**src/rtl/bkm_steps_ctrl_pkg.sv**
```systemverilog
// Shared definitions for the BKM step sequencer: FSM state encodings,
// mode encodings and the default iteration geometry.
package bkm_steps_ctrl_pkg;

  typedef enum logic [2:0] {
    ST_IDLE  = 3'd0,
    ST_LOAD  = 3'd1,
    ST_ITER  = 3'd2,
    ST_FLUSH = 3'd3,
    ST_DONE  = 3'd4
  } bkm_state_e;

  localparam logic MODE_E = 1'b0;  // exponential
  localparam logic MODE_L = 1'b1;  // logarithm

  localparam int N_ITER_DEF = 64;
  localparam int STEPS_DEF  = 4;

endpackage

```
**src/rtl/bkm_iter_counter.sv**
```systemverilog
// Loadable up-counter with a fixed stride and a registered terminal flag.
// term is a flop that always equals (cnt == TERM), so consumers see a clean
// registered compare rather than a decode of the count.
module bkm_iter_counter #(
  parameter int WIDTH  = 7,
  parameter int STRIDE = 1,
  parameter int TERM   = 1
) (
  input  logic             clk,
  input  logic             arst_n,
  input  logic             srst,
  input  logic             enable,
  input  logic             clr,
  input  logic             ld,
  input  logic [WIDTH-1:0] ld_val,
  input  logic             inc,
  output logic [WIDTH-1:0] cnt,
  output logic             term
);

  localparam logic [WIDTH-1:0] TERM_V   = WIDTH'(TERM);
  localparam logic [WIDTH-1:0] STRIDE_V = WIDTH'(STRIDE);

  logic [WIDTH-1:0] cnt_d;

  // next count: clear beats load beats increment
  always_comb begin
    cnt_d = cnt;
    if (clr)      cnt_d = '0;
    else if (ld)  cnt_d = ld_val;
    else if (inc) cnt_d = cnt + STRIDE_V;
  end

  // count and terminal flag advance only on enabled cycles; srst wins
  always_ff @(posedge clk or negedge arst_n) begin
    if (!arst_n) begin
      cnt  <= '0;
      term <= (TERM_V == '0);
    end else if (srst) begin
      cnt  <= '0;
      term <= (TERM_V == '0);
    end else if (enable) begin
      cnt  <= cnt_d;
      term <= (cnt_d == TERM_V);
    end
  end

endmodule

```
**src/rtl/bkm_steps_ctrl.sv**
```systemverilog
// Sequencer for the bkm_steps datapath. Loads operands, issues N_ITER/STEPS
// step groups, waits PIPE cycles for the datapath to drain, then holds done
// until acknowledged. Carries no data, only mode and iteration index.
module bkm_steps_ctrl
  import bkm_steps_ctrl_pkg::*;
#(
  parameter int N_ITER = N_ITER_DEF,
  parameter int STEPS  = STEPS_DEF,
  parameter int PIPE   = 1,
  parameter int WN     = $clog2(N_ITER + 1)
) (
  input  logic          clk,
  input  logic          arst_n,
  input  logic          srst,
  input  logic          enable,
  input  logic          start,
  input  logic          mode,
  input  logic          done_ack,
  output logic          busy,
  output logic          load,
  output logic          step_en,
  output logic [WN-1:0] step_idx,
  output logic          last_grp,
  output logic          mode_q,
  output logic          done
);

  // index of the first iteration in the final group
  localparam int LAST_IDX = N_ITER - STEPS + 1;
  // flush counter needs at least one bit even when PIPE is 0
  localparam int WF = (PIPE < 1) ? 1 : $clog2(PIPE + 1);

  if (STEPS == 0 || (N_ITER % ((STEPS == 0) ? 1 : STEPS)) != 0) begin : g_bad_geom
    $error("bkm_steps_ctrl: N_ITER must be a nonzero multiple of STEPS");
  end

  bkm_state_e    state;
  logic          load_q;
  logic          step_en_q;
  logic          idx_clr, idx_ld, idx_inc, idx_term;
  logic          fl_ld, fl_inc, fl_term;
  logic [WF-1:0] fl_cnt;

  // counter controls decoded from the current state
  always_comb begin
    idx_clr = (state == ST_DONE) && done_ack;
    idx_ld  = (state == ST_LOAD);
    idx_inc = (state == ST_ITER) && !idx_term;
    fl_ld   = (state == ST_ITER) && idx_term;
    fl_inc  = (state == ST_FLUSH) && !fl_term;
  end

  // step_idx itself: loads 1, strides by STEPS, parks on the last group
  bkm_iter_counter #(
    .WIDTH (WN),
    .STRIDE(STEPS),
    .TERM  (LAST_IDX)
  ) u_idx_cnt (
    .clk   (clk),
    .arst_n(arst_n),
    .srst  (srst),
    .enable(enable),
    .clr   (idx_clr),
    .ld    (idx_ld),
    .ld_val(WN'(1)),
    .inc   (idx_inc),
    .cnt   (step_idx),
    .term  (idx_term)
  );

  // drain counter: loaded with 1 on entering FLUSH, terminal at PIPE
  bkm_iter_counter #(
    .WIDTH (WF),
    .STRIDE(1),
    .TERM  (PIPE)
  ) u_flush_cnt (
    .clk   (clk),
    .arst_n(arst_n),
    .srst  (srst),
    .enable(enable),
    .clr   (1'b0),
    .ld    (fl_ld),
    .ld_val(WF'(1)),
    .inc   (fl_inc),
    .cnt   (fl_cnt),
    .term  (fl_term)
  );

  // main FSM with registered outputs; everything freezes while enable is low
  always_ff @(posedge clk or negedge arst_n) begin
    if (!arst_n) begin
      state     <= ST_IDLE;
      busy      <= 1'b0;
      load_q    <= 1'b0;
      step_en_q <= 1'b0;
      mode_q    <= 1'b0;
      done      <= 1'b0;
    end else if (srst) begin
      state     <= ST_IDLE;
      busy      <= 1'b0;
      load_q    <= 1'b0;
      step_en_q <= 1'b0;
      mode_q    <= 1'b0;
      done      <= 1'b0;
    end else if (enable) begin
      case (state)
        ST_IDLE: if (start) begin
          state  <= ST_LOAD;
          busy   <= 1'b1;
          load_q <= 1'b1;
          mode_q <= mode;
        end
        ST_LOAD: begin
          state     <= ST_ITER;
          load_q    <= 1'b0;
          step_en_q <= 1'b1;
        end
        ST_ITER: if (idx_term) begin
          step_en_q <= 1'b0;
          if (PIPE > 0) begin
            state <= ST_FLUSH;
          end else begin
            state <= ST_DONE;
            done  <= 1'b1;
          end
        end
        ST_FLUSH: if (fl_term) begin
          state <= ST_DONE;
          done  <= 1'b1;
        end
        ST_DONE: if (done_ack) begin
          state <= ST_IDLE;
          busy  <= 1'b0;
          done  <= 1'b0;
        end
        default: begin
          state     <= ST_IDLE;
          busy      <= 1'b0;
          load_q    <= 1'b0;
          step_en_q <= 1'b0;
          done      <= 1'b0;
        end
      endcase
    end
  end

  // strobes are masked by enable so a frozen cycle never advances the datapath
  always_comb begin
    load     = load_q & enable;
    step_en  = step_en_q & enable;
    last_grp = step_en_q & idx_term;
  end

  // flush count value only matters through its terminal flag
  logic unused_fl;
  assign unused_fl = ^fl_cnt;

endmodule
```
**config.mk**
```make
export PLATFORM = sky130hd
export DESIGN_NAME = bkm_steps_ctrl
export DESIGN_NICKNAME = d
export VERILOG_FILES = /design/src/rtl/bkm_steps_ctrl_pkg.sv /design/src/rtl/bkm_iter_counter.sv /design/src/rtl/bkm_steps_ctrl.sv
export SDC_FILE = /design/constraint.sdc
export NUM_CORES = 1
export LEC_CHECK = 0
export CAP_MARGIN = 20
export CORE_ASPECT_RATIO = 1.4
export CORE_MARGIN = 10
export CORE_UTILIZATION = 55
export CTS_BUF_LIST = sky130_fd_sc_hd__clkbuf_16
export DETAILED_ROUTE_END_ITERATION = 6
export PLACE_DENSITY_LB_ADDON = 0.25
export SYNTH_ARGS = -nofsm -noshare
export SYNTH_HDL_FRONTEND = slang
export SYNTH_SLANG_ARGS = --single-unit
```
**constraint.sdc**
```tcl
create_clock -name clk -period 4.85 [get_ports clk]
set_input_delay 0.7275 -clock clk [delete_from_list [all_inputs] [get_ports clk]]
set_output_delay 0.7275 -clock clk [all_outputs]
set_load 0.01 [all_outputs]
```
# Word level (Yosys, flattened, before mapping)
# Cells that the tools add are included.
[totals]
output_inout_bits = 13
word_cells = 87
ff_bits = 17
[op_classes]
addsub = 2
muxes = 38
bitwise = 3
eq_ne = 14
n_reduce_logical = 21
[op_table]
columns = ["op", "n"]
rows = [
  ["$mux 7", 5],
  ["$mux 1", 22],
  ["$mux 3", 6],
  ["$pmux 3 s5", 1],
  ["$reduce_or 3->1", 4],
  ["$pmux 1 s3", 3],
  ["$reduce_and 3->1", 3],
  ["$ne 2x1->1 const B", 4],
  ["$reduce_and 4->1", 2],
  ["$add 7x3->7 const B", 1],
  ["$eq 7x6->1 const B", 1],
  ["$eq 3x2->1 const B", 2],
  ["$ne 3x2->1 const B", 2],
  ["$ne 3x3->1 const B", 2],
  ["$reduce_bool 2->1", 3],
  ["$reduce_and 5->1", 1],
  ["$logic_and 1x1->1", 4],
  ["$ne 4x2->1 const B", 1],
  ["$and 1x1->1", 3],
  ["$eq 3x1->1 const B", 1],
  ["$eq 3x3->1 const B", 1],
  ["$logic_not 3->1", 1],
  ["$logic_not 1->1", 2],
  ["$pmux 1 s2", 1],
  ["other kinds (2)", 2],
]

# Longest topological paths before layout
[depth]
word_depth = 8
depth_mapped = 5

# Cells and area by module
# From an unflattened synthesis, not the netlist that was laid out.
[hier_totals]
hier_cells = 133
area_unflattened_um2 = 1231.2
[by_module_without_submodules]
columns = ["module", "n_inst", "area_per_inst_um2", "cells_per_inst", "seq_area_each_um2"]
rows = [
  ["bkm_iter_counter at u_idx_cnt", 1, 583.1, 60, 200.2],
  ["bkm_steps_ctrl", 1, 579.3, 65, 200.2],
  ["bkm_iter_counter at u_flush_cnt", 1, 68.8, 8, 25.0],
]

# Least setup slack after synthesis
# OpenSTA, ideal clock, no wires.
[synth_path]
path_kind = "input port to flip-flop"
startpoint = "input port done_ack"
endpoint = "register state[0]"
setup_time_ns = 0.120
slack_ns = 2.936
t_arrival_ns = 1.795
path_stages = 4
path_buffers = 0
required_ns = 4.730
cell_sequence = "or4b_4 a21o_1 and2_4 a31o_1"
[synth_between]
elab_chain_cells = 2
[synth_lines]
columns = ["element", "line", "text"]
rows = [
  ["from (decl)", "bkm_steps_ctrl.sv:18", "input logic done_ack,"],
  ["$ne 3x3->1 (no line)", "-", ""],
  ["$reduce_and 5->1 (no line)", "-", ""],
  ["to (signal assigned)", "bkm_steps_ctrl.sv:92", "state <= ST_IDLE;"],
  ["to (signal assigned)", "bkm_steps_ctrl.sv:99", "state <= ST_IDLE;"],
  ["to (signal assigned)", "bkm_steps_ctrl.sv:108", "state <= ST_LOAD;"],
  ["to (decl)", "bkm_steps_ctrl.sv:37", "bkm_state_e state;"],
]
# Every way passes these cells.
# A chain may end at the register's enable or synchronous reset.

# Worst setup path after layout
[layout_path]
startpoint = "input port enable"
endpoint = "output port step_en"
[layout_between]
elab_chain_cells = 1
[layout_lines]
columns = ["element", "line", "text"]
rows = [
  ["from (decl)", "bkm_steps_ctrl.sv:15", "input logic enable,"],
  ["$and 1x1->1", "bkm_steps_ctrl.sv:150", "step_en = step_en_q & enable;"],
  ["to (decl)", "bkm_steps_ctrl.sv:21", "output logic step_en,"],
]
# Every way passes these cells.

==> key figures <==
Route
  – Routed Antenna Nets: 0
  – Via-to-Cell Ratio: 6.16
  – Via Count: 992
  – 1st-iter DRT viols: 28
  – Drt wl/cell: 16.5 microns
  – Drt drc: 0
  – First drt pass iteration count: 4
  – Routed Wire Length: 2660 microns

STA
  – RSZ-0062 raised after global routing: false
  – Final Setup Violations: 0
  – Worst setup margin: 2030 ps
  – Fmax: 355 MHz
  – Setup TNS Final: 0 ps
  – Final min period: 2820 ps
  – Max Slew Vio Count: 0
  – Fin. Hold Viols: 0
  – Clk_skew: 2.57 ps
  – Period utilization: 0.581
  – Measured slew at the worst slew-check pin: 780 ps
  – Worst slew margin: 0.478

Critical path
  – CP max FO: 12
  – Critical path type: input pin to output pin
  – Worst Setup SP: enable
  – CP arrival: 2090 ps
  – Worst r2r src: state[0]$_DFFE_PN0P_
  – CP endpoint kind: output pin
  – R2r setup slk: 2850 ps
  – RR Endpoint: u_idx_cnt.cnt[6]$_DFFE_PN0N_
  – Critical Path RT: 4120 ps
  – R2R depth: 4
  – Worst Setup Start Kind: input pin

Pwr
  – Sw Ratio: 0.284
  – Pwr/cell area: 316 nW/um^2
  – Int Power: 0.000304 W
  – LEAKAGE: 0.562 nW
  – Switching power: 0.000121 W
  – Share of power burned in registers: 0.408
  – Part of the power in the clock network: 0.391
  – Comb power frac: 0.201
  – Peak supply drop: 209 uV

Clock network
  – Latest clock arrival within the worst-skew pair: 250 ps
  – Clk root buf: clkbuf_16
  – Post_cts resized: 0
  – Setup bufs post-CTS: 0
  – CTS Sinks: 17
  – Worst-path clk slew: 50 ps
  – Max clock buf depth: 2
  – TritonCTS Buffers: 3
  – CTS Hold Bufs: 0
  – CTS tree: yes
  – H-tree depth reported by CTS: 1

Layout
  – Commonest non-fill, non-tap cell in the layout: clkdlybuf4s50_1
  – Area added between synthesis and finish: 24.1%
  – Share of cells above drive strength 1: 0.0709
  – Inserted Diodes: 0
  – Number of fillers in the final layout: 135
  – Nets: 150
  – Most frequent cells in the layout: clkdlybuf4s50_1 (19), dfrtp_1 (17), nor2_1 (13), a21oi_1 (13), nand2_1 (8)

Job
  – MaxCap Viol Count: 0

Floorplanning
  – IO Pins: 20
  – Die ar.: 4170 sq um
  – Die X: 57.5 microns
  – Die H: 72.5 microns
  – Cell row count: 18
  – Total core area: 1820 sq um
  – Starting Density: 0.594

Logic synthesis
  – Mapped Nets: 132
  – Cell Area, Synth: 1080 sq um
  – Syn Inst Count: 124
  – #FFs+latches synth: 17
  – Sequential cell area fraction in the yosys report: 0.393
  – Yosys cell types: 40
  – Syn Area/Cell: 8.74 sq um
  – Yosys warns: 0
  – Post-synth EDFFs: 0
  – Top_reg_cell synth: dfrtp_1
  – Synth async-reset ratio: 1.00

Placed design
  – DP HPWL: 1910 microns
  – Port bufs: 19
  – Dpl ws: 2040 ps
  – Gpl congestion: 0.872

Global route
  – First-pass GRT wire length: 4510 microns
  – Initial antenna violation count: 0
  – Largest net degree at the start of global routing: 21
  – GRT overflow: 0
  – Vias in the first global route: 966
  – Total track usage: 0.133

Worst hold path
  – HP Start: done$_DFFE_PN0P_
  – Hold worst-path end: done$_DFFE_PN0P_
  – Hold-critical path depth: 2
  – HP Class: register to register

Status
  – Status: completed
[registers in the layout, summed over array words and instances, names as in the netlist]
register,cells
u_idx_cnt.cnt,7
state,3
busy,1
done,1
load_q,1
mode_q,1
step_en_q,1
u_flush_cnt.cnt,1
u_idx_cnt.term,1
[power groups by stage]
| stage | Clock, W | Sequential, W | Combinational, W |
|---|---|---|---|
| 2_1_floorplan | 0 | 0.000164 | 0.0000673 |
| 3_3_place_gp | 0 | 0.000175 | 0.0000824 |
| 3_5_place_dp | 0 | 0.000175 | 0.0000846 |
| 4_1_cts | 0.000166 | 0.000173 | 0.0000859 |
| 5_1_grt | 0.000173 | 0.000176 | 0.0000938 |
| 6_report | 0.000166 | 0.000173 | 0.0000854 |
[worst max-delay path by stage]
stage | end | slack, ps | depth (start not counted)
detailed placement | load | 2040 | 3
global placement | step_en | 2040 | 3
floorplan | state[0]$_DFFE_PN0P_ | 2940 | 4
finish | step_en | 2030 | 3
global route | step_en | 1940 | 3
CTS | load | 2020 | 3
[metrics by stage]
step | power (W) | cells | util | hold WS, ps | instance area (sq um)
6_report | 0.000425 | 161 | 0.737 | 499 | 1350
5_1_grt | 0.000444 | 161 | 0.737 | 531 | 1350
4_1_cts | 0.000425 | 161 | 0.737 | 507 | 1350
3_5_place_dp | 0.000260 | 157 | 0.694 | 492 | 1270
3_3_place_gp | 0.000257 | 157 | 0.694 | 486 | 1270
2_1_floorplan | 0.000231 | 124 | - | 432 | 1080
[cells by family (layout without fill, tap and decap cells)]
group                    Yosys count  count (layout)  share of synthesized area
AO/OA/AOI/OAI                     39              39                      0.230
multiplexers                       4               4                     0.0381
buffers and inverters             10              27                     0.0439
AND/OR/NAND/NOR                   53              53                      0.284
adder cells (fa/ha/maj)            1               1                     0.0115
flip-flops                        17              17                      0.393
[routing by layer]
layer	vias up	global-route usage	wire, microns
met2	34	0.218	1270
met4	0	0.0812	82
met1	458	0.139	1100
met5	-	0	0
met3	9	0.0505	212
li1	491	-	-
[worst max-delay path, stage by stage]
cell	delay, ps
clkdlybuf4s50_1	660
and2_1	170
clkdlybuf4s50_1	530
[synthesized netlist by cell type (3+ instances only)]
master    count  area (sq um)
clkbuf_1      3          11.3
inv_1         4          15.0
nand3_1       4          20.0
a31oi_1       3          18.8
a21oi_1      13          65.1
mux2i_1       3          30.0
and2_1        7          43.8
nor2_1       13          48.8
nor2b_1       4          25.0
and3_1        3          18.8
nand2_1       8          30.0
dfrtp_1      17           425
o21ai_0       7          35.0
[layout make-up]
cell class	instances	area, sq um	area share
clock inverters	1	3.75	0.00279
clock buffers	3	75.1	0.0558
multi-input cells	97	611	0.454
well taps	20	25.0	0.0186
repair buffers	19	190	0.141
flip-flops and latches	17	425	0.316
inverters	4	15.0	0.0112
No activity file was read; power rests on OpenSTA's default activity.
